**config.mk**
```make
export PLATFORM = sky130hd
export DESIGN_NAME = dest_reg_pipe_flat
export DESIGN_NICKNAME = d
export VERILOG_FILES = /design/src/rtl/dest_reg_pipe_if.sv /design/src/rtl/dest_reg_pipe.sv /design/src/flat_wrapper.sv
export SDC_FILE = /design/constraint.sdc
export NUM_CORES = 1
export LEC_CHECK = 0
export BUFFER_PORTS_ARGS = -buffer_cell sky130_fd_sc_hd__buf_4
export CAP_MARGIN = 20
export CORE_AREA = 5 5 70 59
export DETAILED_ROUTE_END_ITERATION = 8
export DIE_AREA = 0 0 75 64
export HOLD_SLACK_MARGIN = 0.06
export PLACE_DENSITY = 0.8
export SLEW_MARGIN = 20
export SYNTH_ARGS = -nofsm -noshare
export SYNTH_HDL_FRONTEND = slang
export SYNTH_SLANG_ARGS = --single-unit
```
**constraint.sdc**
```tcl
create_clock -name clk -period 1.35 [get_ports clk]
set_input_delay 0.2025 -clock clk [delete_from_list [all_inputs] [get_ports clk]]
set_output_delay 0.2025 -clock clk [all_outputs]
set_load 0.1 [all_outputs]
```
**src/rtl/dest_reg_pipe_if.sv**
```systemverilog
// Decode-side bundle for dest_reg_pipe: destination-select inputs, hazard sources,
// and the per-stage destination / forwarding / hazard results.
interface dest_reg_pipe_if #(
    parameter int ADDR_W = 5,
    parameter int STAGES = 3,
    parameter int FW     = $clog2(STAGES + 1)
);
    logic [ADDR_W-1:0]        rt_i;
    logic [ADDR_W-1:0]        rd_i;
    logic [1:0]               reg_dst_i;
    logic                     reg_write_i;
    logic                     mem_read_i;
    logic                     valid_i;
    logic                     stall_i;
    logic                     flush_i;
    logic [ADDR_W-1:0]        rs_src_i;
    logic [ADDR_W-1:0]        rt_src_i;
    logic [ADDR_W-1:0]        wr_o;
    logic [STAGES*ADDR_W-1:0] stage_wr_o;
    logic [STAGES-1:0]        stage_we_o;
    logic [STAGES-1:0]        stage_ld_o;
    logic [FW-1:0]            fwd_a_o;
    logic [FW-1:0]            fwd_b_o;
    logic                     load_use_o;
    logic [ADDR_W-1:0]        wb_wr_o;
    logic                     wb_we_o;

    modport master (
        output rt_i, rd_i, reg_dst_i, reg_write_i, mem_read_i, valid_i,
               stall_i, flush_i, rs_src_i, rt_src_i,
        input  wr_o, stage_wr_o, stage_we_o, stage_ld_o, fwd_a_o, fwd_b_o,
               load_use_o, wb_wr_o, wb_we_o
    );

    modport slave (
        input  rt_i, rd_i, reg_dst_i, reg_write_i, mem_read_i, valid_i,
               stall_i, flush_i, rs_src_i, rt_src_i,
        output wr_o, stage_wr_o, stage_we_o, stage_ld_o, fwd_a_o, fwd_b_o,
               load_use_o, wb_wr_o, wb_we_o
    );
endinterface

```
**src/rtl/dest_reg_pipe.sv**
```systemverilog
// Destination-register select plus a STAGES-deep destination/write-enable pipe,
// with youngest-wins forwarding selects and a stage-1 load-use hazard flag.
module dest_reg_pipe #(
    parameter int ADDR_W   = 5,
    parameter int STAGES   = 3,
    parameter int LINK_REG = 31,
    parameter int FW       = $clog2(STAGES + 1)
) (
    input logic            clk,
    input logic            rst_n,
    dest_reg_pipe_if.slave bus
);
    localparam logic [ADDR_W-1:0] LINK = ADDR_W'(LINK_REG);

    logic [ADDR_W-1:0] wr_sel;
    logic              en1;
    logic [ADDR_W-1:0] wr_p [STAGES];
    logic [STAGES-1:0] we_p;
    logic [STAGES-1:0] ld_p;
    logic [STAGES-1:0] hit_a;
    logic [STAGES-1:0] hit_b;
    logic [FW-1:0]     fwd_a;
    logic [FW-1:0]     fwd_b;

    // ---- decode: destination select ----
    always_comb begin
        case (bus.reg_dst_i)
            2'b00:   wr_sel = bus.rt_i;
            2'b01:   wr_sel = bus.rd_i;
            2'b10:   wr_sel = LINK;
            default: wr_sel = '0;
        endcase
    end

    assign en1 = bus.valid_i & bus.reg_write_i & (bus.reg_dst_i != 2'b11) & (wr_sel != '0);

    // ---- stage 1 capture, stages 2..STAGES free-running shift ----
    always_ff @(posedge clk) begin
        if (!rst_n) begin
            for (int k = 0; k < STAGES; k++) begin
                wr_p[k] <= '0;
            end
            we_p <= '0;
            ld_p <= '0;
        end else begin
            if (bus.flush_i || bus.stall_i) begin
                wr_p[0] <= '0;
                we_p[0] <= 1'b0;
                ld_p[0] <= 1'b0;
            end else begin
                wr_p[0] <= wr_sel;
                we_p[0] <= en1;
                ld_p[0] <= bus.mem_read_i & en1;
            end
            for (int k = 1; k < STAGES; k++) begin
                wr_p[k] <= wr_p[k-1];
                we_p[k] <= we_p[k-1];
                ld_p[k] <= ld_p[k-1];
            end
        end
    end

    // ---- forwarding / hazard from stage registers ----
    always_comb begin
        hit_a = '0;
        hit_b = '0;
        fwd_a = '0;
        fwd_b = '0;
        for (int k = 0; k < STAGES; k++) begin
            hit_a[k] = we_p[k] && (wr_p[k] == bus.rs_src_i) && (bus.rs_src_i != '0);
            hit_b[k] = we_p[k] && (wr_p[k] == bus.rt_src_i) && (bus.rt_src_i != '0);
        end
        // Walk oldest to youngest so the youngest match is the one that sticks.
        for (int k = STAGES - 1; k >= 0; k--) begin
            if (hit_a[k]) fwd_a = FW'(k + 1);
            if (hit_b[k]) fwd_b = FW'(k + 1);
        end
    end

    always_comb begin
        bus.stage_wr_o = '0;
        for (int k = 0; k < STAGES; k++) begin
            bus.stage_wr_o[k*ADDR_W +: ADDR_W] = wr_p[k];
        end
    end

    assign bus.wr_o       = wr_sel;
    assign bus.stage_we_o = we_p;
    assign bus.stage_ld_o = ld_p;
    assign bus.fwd_a_o    = fwd_a;
    assign bus.fwd_b_o    = fwd_b;
    assign bus.load_use_o = ld_p[0] & (hit_a[0] | hit_b[0]);
    assign bus.wb_wr_o    = wr_p[STAGES-1];
    assign bus.wb_we_o    = we_p[STAGES-1];
endmodule
```
**src/flat_wrapper.sv**
```systemverilog
// flat-port wrapper written by rule: the top's interface ports become plain ports
module dest_reg_pipe_flat 
#(
    parameter int ADDR_W   = 5,
    parameter int STAGES   = 3,
    parameter int LINK_REG = 31,
    parameter int FW       = $clog2(STAGES + 1)
)
  (clk, rst_n, bus_rt_i, bus_rd_i, bus_reg_dst_i, bus_reg_write_i, bus_mem_read_i, bus_valid_i, bus_stall_i, bus_flush_i, bus_rs_src_i, bus_rt_src_i, bus_wr_o, bus_stage_wr_o, bus_stage_we_o, bus_stage_ld_o, bus_fwd_a_o, bus_fwd_b_o, bus_load_use_o, bus_wb_wr_o, bus_wb_we_o);
  dest_reg_pipe_if #(.ADDR_W(ADDR_W), .STAGES(STAGES), .FW(FW)) bus_i ();
  input logic clk;
  input logic rst_n;
  input wire logic [$bits(bus_i.rt_i)-1:0] bus_rt_i;
  input wire logic [$bits(bus_i.rd_i)-1:0] bus_rd_i;
  input wire logic [$bits(bus_i.reg_dst_i)-1:0] bus_reg_dst_i;
  input wire logic [$bits(bus_i.reg_write_i)-1:0] bus_reg_write_i;
  input wire logic [$bits(bus_i.mem_read_i)-1:0] bus_mem_read_i;
  input wire logic [$bits(bus_i.valid_i)-1:0] bus_valid_i;
  input wire logic [$bits(bus_i.stall_i)-1:0] bus_stall_i;
  input wire logic [$bits(bus_i.flush_i)-1:0] bus_flush_i;
  input wire logic [$bits(bus_i.rs_src_i)-1:0] bus_rs_src_i;
  input wire logic [$bits(bus_i.rt_src_i)-1:0] bus_rt_src_i;
  output wire logic [$bits(bus_i.wr_o)-1:0] bus_wr_o;
  output wire logic [$bits(bus_i.stage_wr_o)-1:0] bus_stage_wr_o;
  output wire logic [$bits(bus_i.stage_we_o)-1:0] bus_stage_we_o;
  output wire logic [$bits(bus_i.stage_ld_o)-1:0] bus_stage_ld_o;
  output wire logic [$bits(bus_i.fwd_a_o)-1:0] bus_fwd_a_o;
  output wire logic [$bits(bus_i.fwd_b_o)-1:0] bus_fwd_b_o;
  output wire logic [$bits(bus_i.load_use_o)-1:0] bus_load_use_o;
  output wire logic [$bits(bus_i.wb_wr_o)-1:0] bus_wb_wr_o;
  output wire logic [$bits(bus_i.wb_we_o)-1:0] bus_wb_we_o;
  assign bus_i.rt_i = bus_rt_i;
  assign bus_i.rd_i = bus_rd_i;
  assign bus_i.reg_dst_i = bus_reg_dst_i;
  assign bus_i.reg_write_i = bus_reg_write_i;
  assign bus_i.mem_read_i = bus_mem_read_i;
  assign bus_i.valid_i = bus_valid_i;
  assign bus_i.stall_i = bus_stall_i;
  assign bus_i.flush_i = bus_flush_i;
  assign bus_i.rs_src_i = bus_rs_src_i;
  assign bus_i.rt_src_i = bus_rt_src_i;
  assign bus_wr_o = bus_i.wr_o;
  assign bus_stage_wr_o = bus_i.stage_wr_o;
  assign bus_stage_we_o = bus_i.stage_we_o;
  assign bus_stage_ld_o = bus_i.stage_ld_o;
  assign bus_fwd_a_o = bus_i.fwd_a_o;
  assign bus_fwd_b_o = bus_i.fwd_b_o;
  assign bus_load_use_o = bus_i.load_use_o;
  assign bus_wb_wr_o = bus_i.wb_wr_o;
  assign bus_wb_we_o = bus_i.wb_we_o;
  dest_reg_pipe #(.ADDR_W(ADDR_W), .STAGES(STAGES), .LINK_REG(LINK_REG), .FW(FW)) u_core (.clk(clk), .rst_n(rst_n), .bus(bus_i));
endmodule
```
==> results.py <==
metrics = {
    "outcome": {
        "run_status": "finished with violations",
        "violations": "setup timing",
    },
    "grt": {
        "grt_pass1_vias": 1389,
        "grt_first_pass_wirelength_um": 6040,
        "grt_max_degree": 21,
        "grt-ovfl-total": 0,
        "grt_use_total": 0.160,
        "antenna_found_initial": 0,
    },
    "critical_path": {
        "crit_path_start_kind": "flip-flop",
        "reg2reg_to": "u_core.wr_p[0][7]$_SDFFCE_PP0P_",
        "worstPathRequired_ns": 1.15,
        "critPathCaptureType": "primary output",
        "rr_worst_depth": 3,
        "r2r_setup_slack_ns": 0.30,
        "r2r_start": "u_core.wr_p[0][2]$_SDFFCE_PN0P_",
        "crit_fanout": 3,
        "worstSetupPathType": "reg2out",
        "arrival_ns": 1.87,
    },
    "power_and_ir_drop": {
        "p_leak_nw": 1.07,
        "comb_power_share": 0.424,
        "p_sw_frac": 0.385,
        "powerDensity_mw_per_mm2": 807,
        "p_switching_mw": 0.773,
        "pwr-share-seq": 0.376,
        "p_int_mw": 1.23,
        "pwr-share-clk": 0.200,
        "totalPowerFinal_mw": 2.01,
        "vdd_drop_max_mv": 0.455,
    },
    "place": {
        "pre_cts_ws_ns": -0.528,
        "dp_hpwl_um": 3140,
        "dpl-instance-area_mm2": 0.00226,
        "place_congestion": 0.809,
        "io_buffer_count": 65,
    },
    "sta": {
        "setup_violations": 7,
        "fmax_mhz": 483,
        "fin_crit_sh": 1.53,
        "clock-skew-final_ns": 0.000765,
        "rsz0062_at_grt": "yes",
        "final_hold_viol_count": 0,
        "slew_viol_final": 0,
        "setup_ws_ns": -0.721,
        "timing.final.crit_period_ns": 2.07,
        "totalNegativeSetupSlack_ns": -3.44,
    },
    "synth": {
        "ys_types": 29,
        "avgSynthCellArea_um2": 10.2,
        "ys_seq_elements": 21,
        "synth_area_mm2": 0.00132,
        "seq_area_frac_synth": 0.433,
        "ys_warn_count": 0,
        "synth_cells": 129,
    },
    "cells_and_area": {
        "syn2layout_area_growth_pct": 88.8,
        "nets": 268,
        "fillers": 229,
        "final_area_mm2": 0.00249,
        "drive_gt1_frac": 0.521,
        "antennaDiodeCount": 0,
    },
    "drt": {
        "drtPass1Iterations": 4,
        "antenna_left": 0,
        "via_count": 1311,
        "drt-total-wl_um": 3870,
        "detail_route.wl_per_cell_um": 13.8,
        "vias_per_cell": 4.68,
        "route.detailed.drc": 0,
        "drtIter0Drc": 43,
    },
    "floorplan": {
        "die-area_mm2": 0.00480,
        "die_h_um": 64,
        "initial_core_util": 0.393,
        "core-area_mm2": 0.00335,
        "die_w_um": 75,
        "ios": 66,
        "rows": 19,
    },
    "clocking": {
        "cts_buffer_depth": 2,
        "clkSinkCount": 21,
        "cts_tree": "done",
        "h-tree-depth": 1,
        "cts-root-buf": "clkbuf_8",
        "cts_buffers": 3,
        "clk_latency_ns": 0.26,
        "clkSlewWorstSetupHoldPaths_ns": 0.07,
    },
    "worst_hold_path": {
        "whs_path_depth": 2,
        "hold_path.class": "in2reg",
        "hold_start": "bus_mem_read_i",
        "hold_end": "u_core.bus.stage_ld_o[0]$_SDFF_PN0_",
    },
    "job": {
        "cap_viol_max_count": 0,
    },
}
## synth_stat cells
cell type / instances / area share
nor3_1: 2 / 0.0076
nor2_2: 2 / 0.0095
nor2b_2: 1 / 0.0066
conb_1: 1 / 0.0028
nor4_1: 3 / 0.014
or4_4: 2 / 0.017
nand2_1: 6 / 0.017
and3b_1: 1 / 0.0066
o21bai_1: 3 / 0.017
xnor2_1: 22 / 0.15
or4_1: 2 / 0.011
nor4_2: 1 / 0.0095
o21a_1: 1 / 0.0057
a211oi_1: 1 / 0.0057
buf_2: 2 / 0.0076
o21ai_0: 2 / 0.0076
edfxtp_1: 15 / 0.34
nor2b_1: 1 / 0.0048
a21oi_1: 3 / 0.011
nor2_1: 6 / 0.017
nand4_1: 6 / 0.028
dfxtp_1: 6 / 0.091
and3_1: 5 / 0.024
clkbuf_1: 2 / 0.0057
or3_1: 2 / 0.0095
buf_4: 6 / 0.034
o2bb2ai_1: 3 / 0.020
xor2_1: 8 / 0.053
and2_1: 14 / 0.066
## worst max path at each step
stage / slack (ns) / to / start
6_report: -0.72 / bus_fwd_b_o[1] / u_core.wr_p[0][11]$_SDFFCE_PP0P_
5_1_grt: -0.82 / bus_fwd_b_o[1] / u_core.wr_p[0][11]$_SDFFCE_PP0P_
4_1_cts: -0.73 / bus_fwd_a_o[1] / u_core.wr_p[0][14]$_SDFFCE_PP0P_
3_5_place_dp: -0.53 / bus_fwd_a_o[1] / u_core.wr_p[0][11]$_SDFFCE_PP0P_
3_3_place_gp: -0.49 / bus_fwd_b_o[0] / bus_rt_src_i[1]
2_1_floorplan: -1.20 / bus_fwd_b_o[1] / u_core.wr_p[0][12]$_SDFFCE_PP0P_
## state kept, by name, indices dropped and copies added, names as in the netlist
name and count:
u_core.bus.stage_we_o 3, u_core.bus.stage_ld_o 3, u_core.wr_p 15
## through the flow
step | util | hold slack, ns | cells
2_1_floorplan | - | 0.366 | 143
3_3_place_gp | 0.674 | 0.441 | 272
3_5_place_dp | 0.674 | 0.450 | 272
4_1_cts | 0.719 | 0.180 | 279
5_1_grt | 0.742 | 0.188 | 280
6_report | 0.742 | 0.187 | 280
## metal layers
metal / GRT usage / wire length [um] / part of all wire
met5: 0 / 0 / 0
met4: 0.0511 / 46 / 0.012
met3: 0.0313 / 361 / 0.093
met2: 0.290 / 1930 / 0.50
met1: 0.186 / 1530 / 0.40
## timing repair
action | 4_1_cts | 5_1_grt
resized for setup | 20 | 19
cloned | 0 | 0
pin swaps | 6 | 4
setup buffers | 3 | 4
hold buffers | 0 | 0
endpoints found under the setup margin | 5 | 10
## worst max-delay path, stage by stage, from the launching register on
cell and delay (ns):
edfxtp_1 0.44, xnor2_1 0.19, nand4_1 0.14, or4_4 0.48
a21oi_4 0.17, buf_12 0.19
## power by group through the flow
stage	Combinational, mW	Sequential, mW	Clock [mW]
after global placement	0.788	0.770	0
after CTS	0.818	0.755	0.415
after global routing	0.890	0.758	0.450
final	0.851	0.756	0.401
after detailed placement	0.797	0.771	0
after floorplan	0.356	0.978	0
## cells in the final DEF (no fill, tap or decap), drive strengths merged, types with 5 or more instances in the layout
cell,netlist,final
nand4,6,6
dfxtp,6,6
xor2,8,8
nor2,8,8
and3,5,5
conb,1,15
edfxtp,15,15
buf,8,101
xnor2,22,22
nand2,6,6
and2,14,14
## logic make-up (layout without fill, tap and decap cells)
family	Yosys count	after routing	synth area share
AND/OR/NAND/NOR	54	54	0.250
XOR/XNOR	30	30	0.199
flip-flops	21	21	0.433
AO/OA/AOI/OAI	13	13	0.0674
buffers and inverters	10	105	0.0475
other	1	15	0.00285
## cell type report
type,count,area (um^2),share of cell area
Tap cell,42,52.6,0.0211
Multi-Input combinational cell,112,906,0.364
Timing Repair Buffer,101,912,0.367
Sequential cell,21,572,0.230
Clock buffer,4,45.0,0.0181
(Power assumes the default switching activity.)
